File: src/rtl/i2s_pkg.sv
// i2s_pkg: shared constants and helpers for the I2S/TDM transceiver.
//   I2S_MODE_I2S / I2S_MODE_LJ : framing mode selectors for the MODE parameter
//   clog2()                    : counter width helper (never returns less than 1)
package i2s_pkg;

  localparam int unsigned I2S_MODE_I2S = 0;
  localparam int unsigned I2S_MODE_LJ  = 1;

  function automatic int unsigned clog2(input int unsigned value);
    int unsigned w;
    w = 1;
    while ((32'd1 << w) < value) w++;
    return w;
  endfunction

endpackage

File: src/rtl/i2s_clkgen.sv
// i2s_clkgen: bit/frame clock generator for the I2S/TDM transceiver.
// Ports:
//   mclk, arstn  : master clock, asynchronous active-low reset
//   sclk, lrck   : bit clock and frame clock pins
//   rise_stb     : next mclk edge is an sclk rising edge
//   fall_stb     : next mclk edge is an sclk falling edge
//   frame_end    : next mclk edge is the falling edge that wraps the frame
//   load_next    : next mclk edge starts the cycle just before frame_end edge
//   last_bit     : current bit is the last bit of the frame
//   data_bit     : current bit carries data (not slot padding)
module i2s_clkgen
  import i2s_pkg::*;
#(
  parameter int unsigned MCLK_DIV_SCLK = 4,
  parameter int unsigned SLOT_WIDTH    = 32,
  parameter int unsigned DATA_WIDTH    = 24,
  parameter int unsigned CHANNELS      = 2,
  parameter int unsigned MODE          = I2S_MODE_I2S
) (
  input  logic mclk,
  input  logic arstn,
  output logic sclk,
  output logic lrck,
  output logic rise_stb,
  output logic fall_stb,
  output logic frame_end,
  output logic load_next,
  output logic last_bit,
  output logic data_bit
);

  localparam int unsigned F     = CHANNELS * SLOT_WIDTH;
  localparam int unsigned DIV_W = clog2(MCLK_DIV_SCLK);
  localparam int unsigned BIT_W = clog2(F);
  localparam int unsigned POS_W = clog2(SLOT_WIDTH);

  localparam logic [DIV_W-1:0] DIV_LAST     = DIV_W'(MCLK_DIV_SCLK - 1);
  localparam logic [DIV_W-1:0] DIV_PRE_RISE = DIV_W'(MCLK_DIV_SCLK / 2 - 1);
  localparam logic [DIV_W-1:0] DIV_PRE_LOAD = DIV_W'(MCLK_DIV_SCLK - 2);
  localparam logic [BIT_W-1:0] BIT_LAST     = BIT_W'(F - 1);
  localparam logic [BIT_W-1:0] BIT_HALF     = BIT_W'(F / 2);
  localparam logic [BIT_W-1:0] BIT_PRE_HALF = BIT_W'(F / 2 - 1);
  localparam logic [POS_W-1:0] POS_LAST     = POS_W'(SLOT_WIDTH - 1);
  localparam logic [POS_W:0]   DW_LIM       = (POS_W + 1)'(DATA_WIDTH);

  logic [DIV_W-1:0] div_cnt;
  logic [BIT_W-1:0] bit_cnt;
  logic [BIT_W-1:0] bit_nxt;
  logic [POS_W-1:0] slot_pos;
  logic             lrck_nxt;

  assign fall_stb  = (div_cnt == DIV_LAST);
  assign rise_stb  = (div_cnt == DIV_PRE_RISE);
  assign last_bit  = (bit_cnt == BIT_LAST);
  assign frame_end = fall_stb & last_bit;
  assign load_next = (div_cnt == DIV_PRE_LOAD) & last_bit;
  assign data_bit  = ({1'b0, slot_pos} < DW_LIM);

  always_comb begin
    bit_nxt = bit_cnt;
    if (fall_stb) bit_nxt = last_bit ? '0 : bit_cnt + 1'b1;
  end

  // lrck is registered from the next bit count so it switches on the same
  // mclk edge as bit_cnt. I2S mode: high for bits F/2-1 .. F-2.
  always_comb begin
    lrck_nxt = 1'b0;
    if (MODE == I2S_MODE_LJ) lrck_nxt = (bit_nxt >= BIT_HALF);
    else                     lrck_nxt = (bit_nxt >= BIT_PRE_HALF) && (bit_nxt != BIT_LAST);
  end

  always_ff @(posedge mclk or negedge arstn) begin
    if (!arstn) begin
      div_cnt  <= '0;
      bit_cnt  <= '0;
      slot_pos <= '0;
      sclk     <= 1'b0;
      lrck     <= 1'b0;
    end else begin
      bit_cnt <= bit_nxt;
      lrck    <= lrck_nxt;
      if (fall_stb) begin
        div_cnt  <= '0;
        sclk     <= 1'b0;
        slot_pos <= (slot_pos == POS_LAST || last_bit) ? '0 : slot_pos + 1'b1;
      end else begin
        div_cnt <= div_cnt + 1'b1;
        if (rise_stb) sclk <= 1'b1;
      end
    end
  end

endmodule

File: src/rtl/i2s_tdm.sv
// i2s_tdm: master-mode I2S / left-justified / TDM serial audio transceiver.
// Ports:
//   mclk, arstn         : master clock, asynchronous active-low reset
//   sclk, lrck          : generated bit and frame clocks
//   sdout, sdin         : serial transmit / receive data
//   tx_data, tx_valid   : transmit frame (channel 0 in LSBs) and its valid flag
//   tx_load             : pulse, tx_data/tx_valid sampled at end of this cycle
//   tx_underrun         : pulse, tx_valid was low at the last load
//   rx_data, rx_valid   : last received frame (channel 0 in LSBs), update pulse
module i2s_tdm
  import i2s_pkg::*;
#(
  parameter int unsigned MCLK_DIV_SCLK = 4,
  parameter int unsigned SLOT_WIDTH    = 32,
  parameter int unsigned DATA_WIDTH    = 24,
  parameter int unsigned CHANNELS      = 2,
  parameter int unsigned MODE          = I2S_MODE_I2S
) (
  input  logic                           mclk,
  input  logic                           arstn,
  output logic                           sclk,
  output logic                           lrck,
  output logic                           sdout,
  input  logic                           sdin,
  input  logic [CHANNELS*DATA_WIDTH-1:0] tx_data,
  input  logic                           tx_valid,
  output logic                           tx_load,
  output logic                           tx_underrun,
  output logic [CHANNELS*DATA_WIDTH-1:0] rx_data,
  output logic                           rx_valid
);

  localparam int unsigned F  = CHANNELS * SLOT_WIDTH;
  localparam int unsigned FW = CHANNELS * DATA_WIDTH;

  if (CHANNELS < 2 || (CHANNELS % 2) != 0) begin : g_bad_channels
    $fatal(1, "i2s_tdm: CHANNELS must be even and at least 2");
  end
  if (MCLK_DIV_SCLK < 2 || (MCLK_DIV_SCLK % 2) != 0) begin : g_bad_div
    $fatal(1, "i2s_tdm: MCLK_DIV_SCLK must be even and at least 2");
  end
  if (DATA_WIDTH > SLOT_WIDTH || DATA_WIDTH < 1) begin : g_bad_width
    $fatal(1, "i2s_tdm: DATA_WIDTH must be in 1..SLOT_WIDTH");
  end

  logic rise_stb, fall_stb, frame_end, load_next, last_bit, data_bit;

  i2s_clkgen #(
    .MCLK_DIV_SCLK (MCLK_DIV_SCLK),
    .SLOT_WIDTH    (SLOT_WIDTH),
    .DATA_WIDTH    (DATA_WIDTH),
    .CHANNELS      (CHANNELS),
    .MODE          (MODE)
  ) u_clkgen (
    .mclk      (mclk),
    .arstn     (arstn),
    .sclk      (sclk),
    .lrck      (lrck),
    .rise_stb  (rise_stb),
    .fall_stb  (fall_stb),
    .frame_end (frame_end),
    .load_next (load_next),
    .last_bit  (last_bit),
    .data_bit  (data_bit)
  );

  // Transmit frame in wire order: bit F-1 goes out first. Each slot holds
  // its channel word MSB-first followed by zero padding.
  logic [F-1:0]  tx_frame;
  logic [F-1:0]  tx_sreg;
  logic [FW-1:0] rx_sreg;
  logic [FW-1:0] rx_frame;
  logic          rx_done;

  always_comb begin
    tx_frame = '0;
    for (int unsigned c = 0; c < CHANNELS; c++) begin
      tx_frame[F-1-c*SLOT_WIDTH -: DATA_WIDTH] = tx_data[c*DATA_WIDTH +: DATA_WIDTH];
    end
  end

  // The receive shifter collects slot 0 first, so it ends up in the MSBs;
  // swap channel order back so channel 0 lands in the LSBs.
  always_comb begin
    rx_frame = '0;
    for (int unsigned c = 0; c < CHANNELS; c++) begin
      rx_frame[c*DATA_WIDTH +: DATA_WIDTH] = rx_sreg[(CHANNELS-1-c)*DATA_WIDTH +: DATA_WIDTH];
    end
  end

  assign sdout = tx_sreg[F-1];

  always_ff @(posedge mclk or negedge arstn) begin
    if (!arstn) begin
      tx_sreg     <= '0;
      tx_load     <= 1'b0;
      tx_underrun <= 1'b0;
    end else begin
      tx_load     <= load_next;
      tx_underrun <= tx_load & ~tx_valid;
      if (frame_end)     tx_sreg <= tx_valid ? tx_frame : '0;
      else if (fall_stb) tx_sreg <= {tx_sreg[F-2:0], 1'b0};
    end
  end

  always_ff @(posedge mclk or negedge arstn) begin
    if (!arstn) begin
      rx_sreg  <= '0;
      rx_done  <= 1'b0;
      rx_data  <= '0;
      rx_valid <= 1'b0;
    end else begin
      rx_valid <= rx_done;
      rx_done  <= rise_stb & last_bit;
      if (rise_stb && data_bit) rx_sreg <= {rx_sreg[FW-2:0], sdin};
      if (rx_done)              rx_data <= rx_frame;
    end
  end

endmodule

File: config.mk
export PLATFORM = sky130hd
export DESIGN_NAME = i2s_tdm
export DESIGN_NICKNAME = d
export VERILOG_FILES = /design/src/rtl/i2s_pkg.sv /design/src/rtl/i2s_clkgen.sv /design/src/rtl/i2s_tdm.sv
export SDC_FILE = /design/constraint.sdc
export NUM_CORES = 1
export LEC_CHECK = 0
export CORE_UTILIZATION = 60
export CTS_BUF_LIST = sky130_fd_sc_hd__clkbuf_8
export CTS_CLUSTER_SIZE = 24
export DETAILED_ROUTE_END_ITERATION = 6
export GPL_ROUTABILITY_DRIVEN = 0
export PLACE_DENSITY = 0.87
export SLEW_MARGIN = 10
export SYNTH_ARGS = -nofsm -noshare
export SYNTH_HDL_FRONTEND = slang
export SYNTH_SLANG_ARGS = --single-unit
export TNS_END_PERCENT = 50
File: constraint.sdc
create_clock -name mclk -period 2.92 [get_ports mclk]
set_input_delay 0.438 -clock mclk [delete_from_list [all_inputs] [get_ports mclk]]
set_output_delay 0.438 -clock mclk [all_outputs]
set_load 0.005 [all_outputs]
==> results of run 1 <==
synth_stat cells (5+ instances only):
cell	n	area [sq um]
ha_1	7	87.58
nand3_1	12	60.06
nand2_1	5	18.77
inv_1	14	52.55
a21oi_2	30	262.8
buf_2	9	45.04
nor2_1	54	202.7
and3_1	5	31.28
a22oi_2	30	375.4
clkbuf_1	15	56.30
a22oi_1	17	127.6
a21oi_1	17	85.08
mux2_2	98	1104
o21ai_0	13	65.06
dfrtp_1	171	4279
sequential cells by signal (all words and copies together), names as in the netlist:
name	count
rx_data	48
rx_done	1
rx_sreg	48
rx_valid	1
tx_load	1
tx_sreg	56
tx_underrun	1
u_clkgen.bit_cnt	6
u_clkgen.div_cnt	2
u_clkgen.lrck	1
u_clkgen.sclk	1
u_clkgen.slot_pos	5
critical path: cells and delay by family (launching register included):
| family | cells | cell delay (ns) |
|---|---|---|
| compound gates | 2 | 0.38 |
| fa+ha+maj | 1 | 0.25 |
| flops | 1 | 0.40 |
| simple gates | 3 | 1.07 |
cell type report:
type | instances | area share, %
clock buffer | 20 | 3.169
sequential | 171 | 49.27
multi-input combinational | 311 | 30.10
timing repair buffer | 113 | 13.27
tap | 143 | 2.060
clock inverter | 12 | 1.527
inverter | 14 | 0.6049
stage by stage:
stage                     cell area [sq um]  hold WS (ns)
final                                  8687        0.4301
after global routing                   8687        0.4368
after CTS                              8687        0.4130
after detailed placement               8269        0.3454
after global placement                 8269        0.3413
after floorplan                        7156        0.1424
power groups by stage:
stage          clock (mW)  sequential [mW]  combinational [mW]
6_report             1.67             2.38               0.136
5_1_grt              1.82             2.38               0.151
4_1_cts              1.72             2.38               0.140
3_5_place_dp            0             2.43               0.139
3_3_place_gp            0             2.43               0.135
2_1_floorplan           0             2.43             0.00805
per-layer routing:
metal | share of wire (%) | GRT usage [%] | vias up | wire length [um]
met4 | 1.6 | 7.568 | 0 | 198
met3 | 5.4 | 7.162 | 21 | 673
met1 | 45 | 30.01 | 2168 | 5534
met2 | 48 | 34.29 | 111 | 6000
met5 | 0 | 0 | - | 0
li1 | - | - | 2067 | -
how the worst max path moves through the flow:
stage	startpoint	to	slack [ns]	cells past startpoint
3_5_place_dp	u_clkgen.bit_cnt[0]	tx_sreg[24]	0.76	6
5_1_grt	u_clkgen.bit_cnt[0]	tx_sreg[24]	0.56	6
3_3_place_gp	u_clkgen.bit_cnt[0]	tx_sreg[63]	0.91	6
6_report	u_clkgen.bit_cnt[0]	tx_sreg[24]	0.72	6
4_1_cts	u_clkgen.bit_cnt[0]	tx_sreg[23]	0.76	6
2_1_floorplan	u_clkgen.div_cnt[0]	tx_sreg[52]	1.14	8
logic make-up after synthesis:
family | Yosys count | synth area share [%]
AO/OA/AOI/OAI | 114 | 13.55
XOR/XNOR | 4 | 0.4897
adder cells (fa/ha/maj) | 7 | 1.224
buffers and inverters | 50 | 3.987
flip-flops | 171 | 59.80
multiplexers | 98 | 15.42
AND/OR/NAND/NOR | 88 | 5.526
==> run metrics, run 1 <==
cts bufs inserted 17; hold crit path type in2async; reg-to-reg slack, setup 0.72 ns; crit path DAT 2.58 ns; core area 11,520 sq um; reg2reg path depth 6; row count 39; Power Total 4.188 mW; Worst path slowest cell and3_4; switching pwr 848.1 uW; Pint 3.340 mW; Max IR drop VDD 0.3658 mV; maxcap violations 0; detailed placer's ending HPWL 8195 um; first-pass GRT wire length 21,860 um; worst-margin pin slew 1.057 ns; Die Area 12,370 sq um; Seq cells post-synth 171; Netlist cell types 38; Total Routed Length 12,410 um; most common cell after layout, fill and taps aside dfrtp_1; area of the multi-input gates 2615 sq um; worst reg2reg startpoint u_clkgen.bit_cnt[0]; Seq/Total Area, Yosys 59.80%; Final Hold Fails 0; post-CTS setup buffers 0; worst-path maximum fanout 47; vias 4,367; Post-synth EDFFs 0; Tot GR Track Use 22.27%; fin cells 784; leakage power 3.933 nW; pwr dens 482.1 nW/um^2; Vias/cell 5.570; CTS tree done; placed cell count 751; Clock Path Buffers 2; post-route ant nets 0; Setup TNS Final 0 ns; Gate power share 3.2%; Setup crit end kind register; failing checks design-rule violations; # clock sinks 171; largest net degree at the start of global routing 70; drt drc 16; flip-flop and latch area 4280 sq um; Syn-to-layout area delta 21.40%; unrepaired setup endpoints after global routing false; mapped cell area 7156 sq um; gr ovfl total 0; Wirelength per Cell 15.82 um; dpl ws 0.7605 ns; Startpoint Class register; Port Buffers 105; Final Cycle Share 75.43%; initial antenna violation count 0; Syn. warnings 0; final core occ 75.43%; Root Buffer clkbuf_8; die height 111.2 um; Main synth FF type dfrtp_1; htree depth 4; post-synthesis cell count 532; count of pins over their slew limit 0; switching portion of total power 20.25%; # fillers 740; syn avg cell area 13.45 sq um; Critical R2R Capture tx_sreg[24]; max incr delay on CP 0.64 ns; crit path kind reg2reg; final setup vio count 0; initial DRC count 228; fmax 454.0 MHz; most frequent cells in the layout dfrtp_1 (170), clkdlybuf4s50_1 (104), mux2_2 (98), nor2_1 (54); Worst slew margin 29.55%; CTS clock-pin slew for the worst setup and hold paths 0.08 ns; status finished, violations left; DR pass1 iterations 6; ys async rst share 100.0%; initial core utilization 62.14%; Worst Slack Setup Final 0.7175 ns; vias in the first global route 4,543; Worst EP required 3.29 ns; die width 111.2 um; Fin Clk Skew 0.006459 ns; Clk network pwr share 39.9%; Net count, final 687; syn nets 591; Worst-Skew Late Latency 0.45 ns; Flop pwr share 56.8%; crit-path cells ha_1 > and4_1 > and2_1 > and3_4 > a22oi_1 > a21oi_1; Inserted Diodes 0; IO Pins 106; post_cts resized 0; Post-CTS Hold Buffers 1; fin crit period 2.203 ns; layout cell share with drive strength beyond 1 30.89%
Note: power is estimated with default switching activity, not from simulation.
==> inputs of run 2 (changes only) <==
- CORE_UTILIZATION: 60 -> 51
- PLACE_DENSITY: 0.87 -> 0.79
- clock period: 2.92 -> 1.9 ns (I/O delays scaled with it)
==> run metrics, run 2 (same netlist as run 1, synthesis figures left out) <==
worst-path maximum fanout 5; htree depth 4; leakage power 4.020 nW; Die Area 14,510 sq um; Total Routed Length 12,700 um; drt drc 0; IO Pins 106; Max IR drop VDD 0.3705 mV; Tot GR Track Use 18.90%; post-route ant nets 0; max incr delay on CP 0.41 ns; die height 120.5 um; maxcap violations 0; core area 13,450 sq um; layout cell share with drive strength beyond 1 33.33%; Root Buffer clkbuf_8; Power Total 6.432 mW; final hold slack 0.3270 ns; initial antenna violation count 0; status completed; met2 GRT Util 30.50%; initial DRC count 178; Flop pwr share 56.9%; Net count, final 700; Fin Clk Skew 0.009433 ns; Pint 5.070 mW; met1 global-route usage 24.66%; die width 120.5 um; Clk network pwr share 39.7%; Worst slew margin 70.83%; switching pwr 1.362 mW; vias in the first global route 4,470; Setup crit end kind register; fin crit period 1.772 ns; Worst EP required 2.27 ns; Worst Slack Setup Final 0.1279 ns; Crit path top cell by count ha_1; dpl ws -0.002593 ns; M3 GR Usage 4.528%; Final Hold Fails 0; # clock sinks 171; unrepaired setup endpoints after global routing false; Largest regs tx_sreg (56), rx_data (48), rx_sreg (48); count of pins over their slew limit 0; crit-path cells ha_1 > and3_1 > ha_1 > or2_2 > o21ai_0 > o2bb2ai_1; Inserted Diodes 0; initial core utilization 53.19%; worst-margin pin slew 0.4338 ns; Port Buffers 105; Worst path slowest cell dfrtp_1; gr busiest metal met2; Gate power share 3.4%; pwr dens 720.0 nW/um^2; Final Cycle Share 93.27%; Syn-to-layout area delta 24.85%; fmax 564.3 MHz; gr ovfl total 0; CTS clock-pin slew for the worst setup and hold paths 0.08 ns; Largest Register tx_sreg; most frequent cells in the layout dfrtp_1 (170), clkdlybuf4s50_1 (104), mux2_2 (98), nor2_1 (54); Vias/cell 5.302; vias 4,401; final setup vio count 0; cts bufs inserted 17; most common cell after layout, fill and taps aside dfrtp_1; CP Buf/Inv Count 0; first-pass GRT wire length 21,480 um; detailed placer's ending HPWL 8740 um; hold crit path type in2async; cell class contributing the biggest share of worst-path delay simple AND/OR/NAND/NOR gates; Startpoint Class register; Clock Path Buffers 2; crit path DAT 2.15 ns; CTS tree done; DR pass1 iterations 4; largest net degree at the start of global routing 50; switching portion of total power 21.18%; row count 42; # fillers 991; crit path kind reg2reg; Largest register FFs 56; Worst-Skew Late Latency 0.45 ns; Wirelength per Cell 15.30 um
[run 2: cell types whose count changed in the layout (fill, tap and decap cells not counted), sizes merged]
cell / delta
buf: +13
clkbuf: +1
inv: -4
bufinv: -1
clkinv: +5
clkinvlp: -1
[run 2: layout make-up]
type	count	area [sq um]	share of cell area, %
Clock buffer	21	289.0	3.235
Clock inverter	11	117.6	1.317
Inverter	14	52.55	0.5882
Multi-Input combinational cell	311	2633	29.47
Sequential cell	171	4280	47.91
Tap cell	176	220.2	2.465
Timing Repair Buffer	126	1341	15.01
[run 2: worst reg2reg max path, delay by kind of cell (launching register included)]
family | cells | cell delay (ns)
and+or+nand+nor | 2 | 0.53
adders and majority gates | 2 | 0.42
DFF | 1 | 0.41
AOI/OAI and AO/OA | 2 | 0.34
[run 2: per-stage QoR]
| stage | setup TNS [ns] | area, sq um | util, % | cells |
|---|---|---|---|---|
| global route | 0 | 8934 | 66.41 | 830 |
| global placement | 0 | 8473 | 62.98 | 794 |
| floorplan | 0 | 7156 | - | 532 |
| detailed placement | -0.002593 | 8473 | 62.98 | 794 |
| finish | 0 | 8934 | 66.41 | 830 |
| CTS | 0 | 8905 | 66.19 | 829 |
[run 2: path summary, 6_finish.rpt]
kind,to,slack [ns],depth (start not counted),startpoint
setup reg to reg,u_clkgen.slot_pos[3],0.13,6,u_clkgen.slot_pos[0]
hold reg to reg,tx_underrun,0.50,1,tx_load
setup / recovery,u_clkgen.slot_pos[3],0.13,6,u_clkgen.slot_pos[0]
min in group mclk,tx_sreg[8],0.43,3,tx_data[24]
hold / removal,rx_sreg[33],0.33,2,arstn
max in group asynchronous,tx_load,0.96,3,arstn
[run 2: power by group through the flow]
stage | clock [mW] | sequential [mW] | combinational [mW]
floorplan | 0 | 3.73 | 0.0124
global placement | 0 | 3.73 | 0.222
detailed placement | 0 | 3.73 | 0.224
CTS | 2.63 | 3.66 | 0.226
global route | 2.78 | 3.66 | 0.243
finish | 2.55 | 3.66 | 0.220
[run 2: repair_timing]
action / in CTS / in global routing
hold buffers: 1 / 0
hold endpoints to repair: 39 / 0
pin swaps: 1 / 1
gates resized for setup: 0 / 5
setup buffers: 2 / 1
setup endpoints to repair: 1 / 46
[run 2: metal layers]
metal,share of wire (%),vias to the layer above
li1,-,2090
met2,47,102
met5,0,-
met4,1.4,0
met1,47,2191
met3,4.4,18
==> inputs of run 3 (changes only) <==
- SKIP_LAST_GASP: not set -> 1
==> results of run 3 <==
Same layout as run 2: the final DEF is identical, and so are final timing and power.
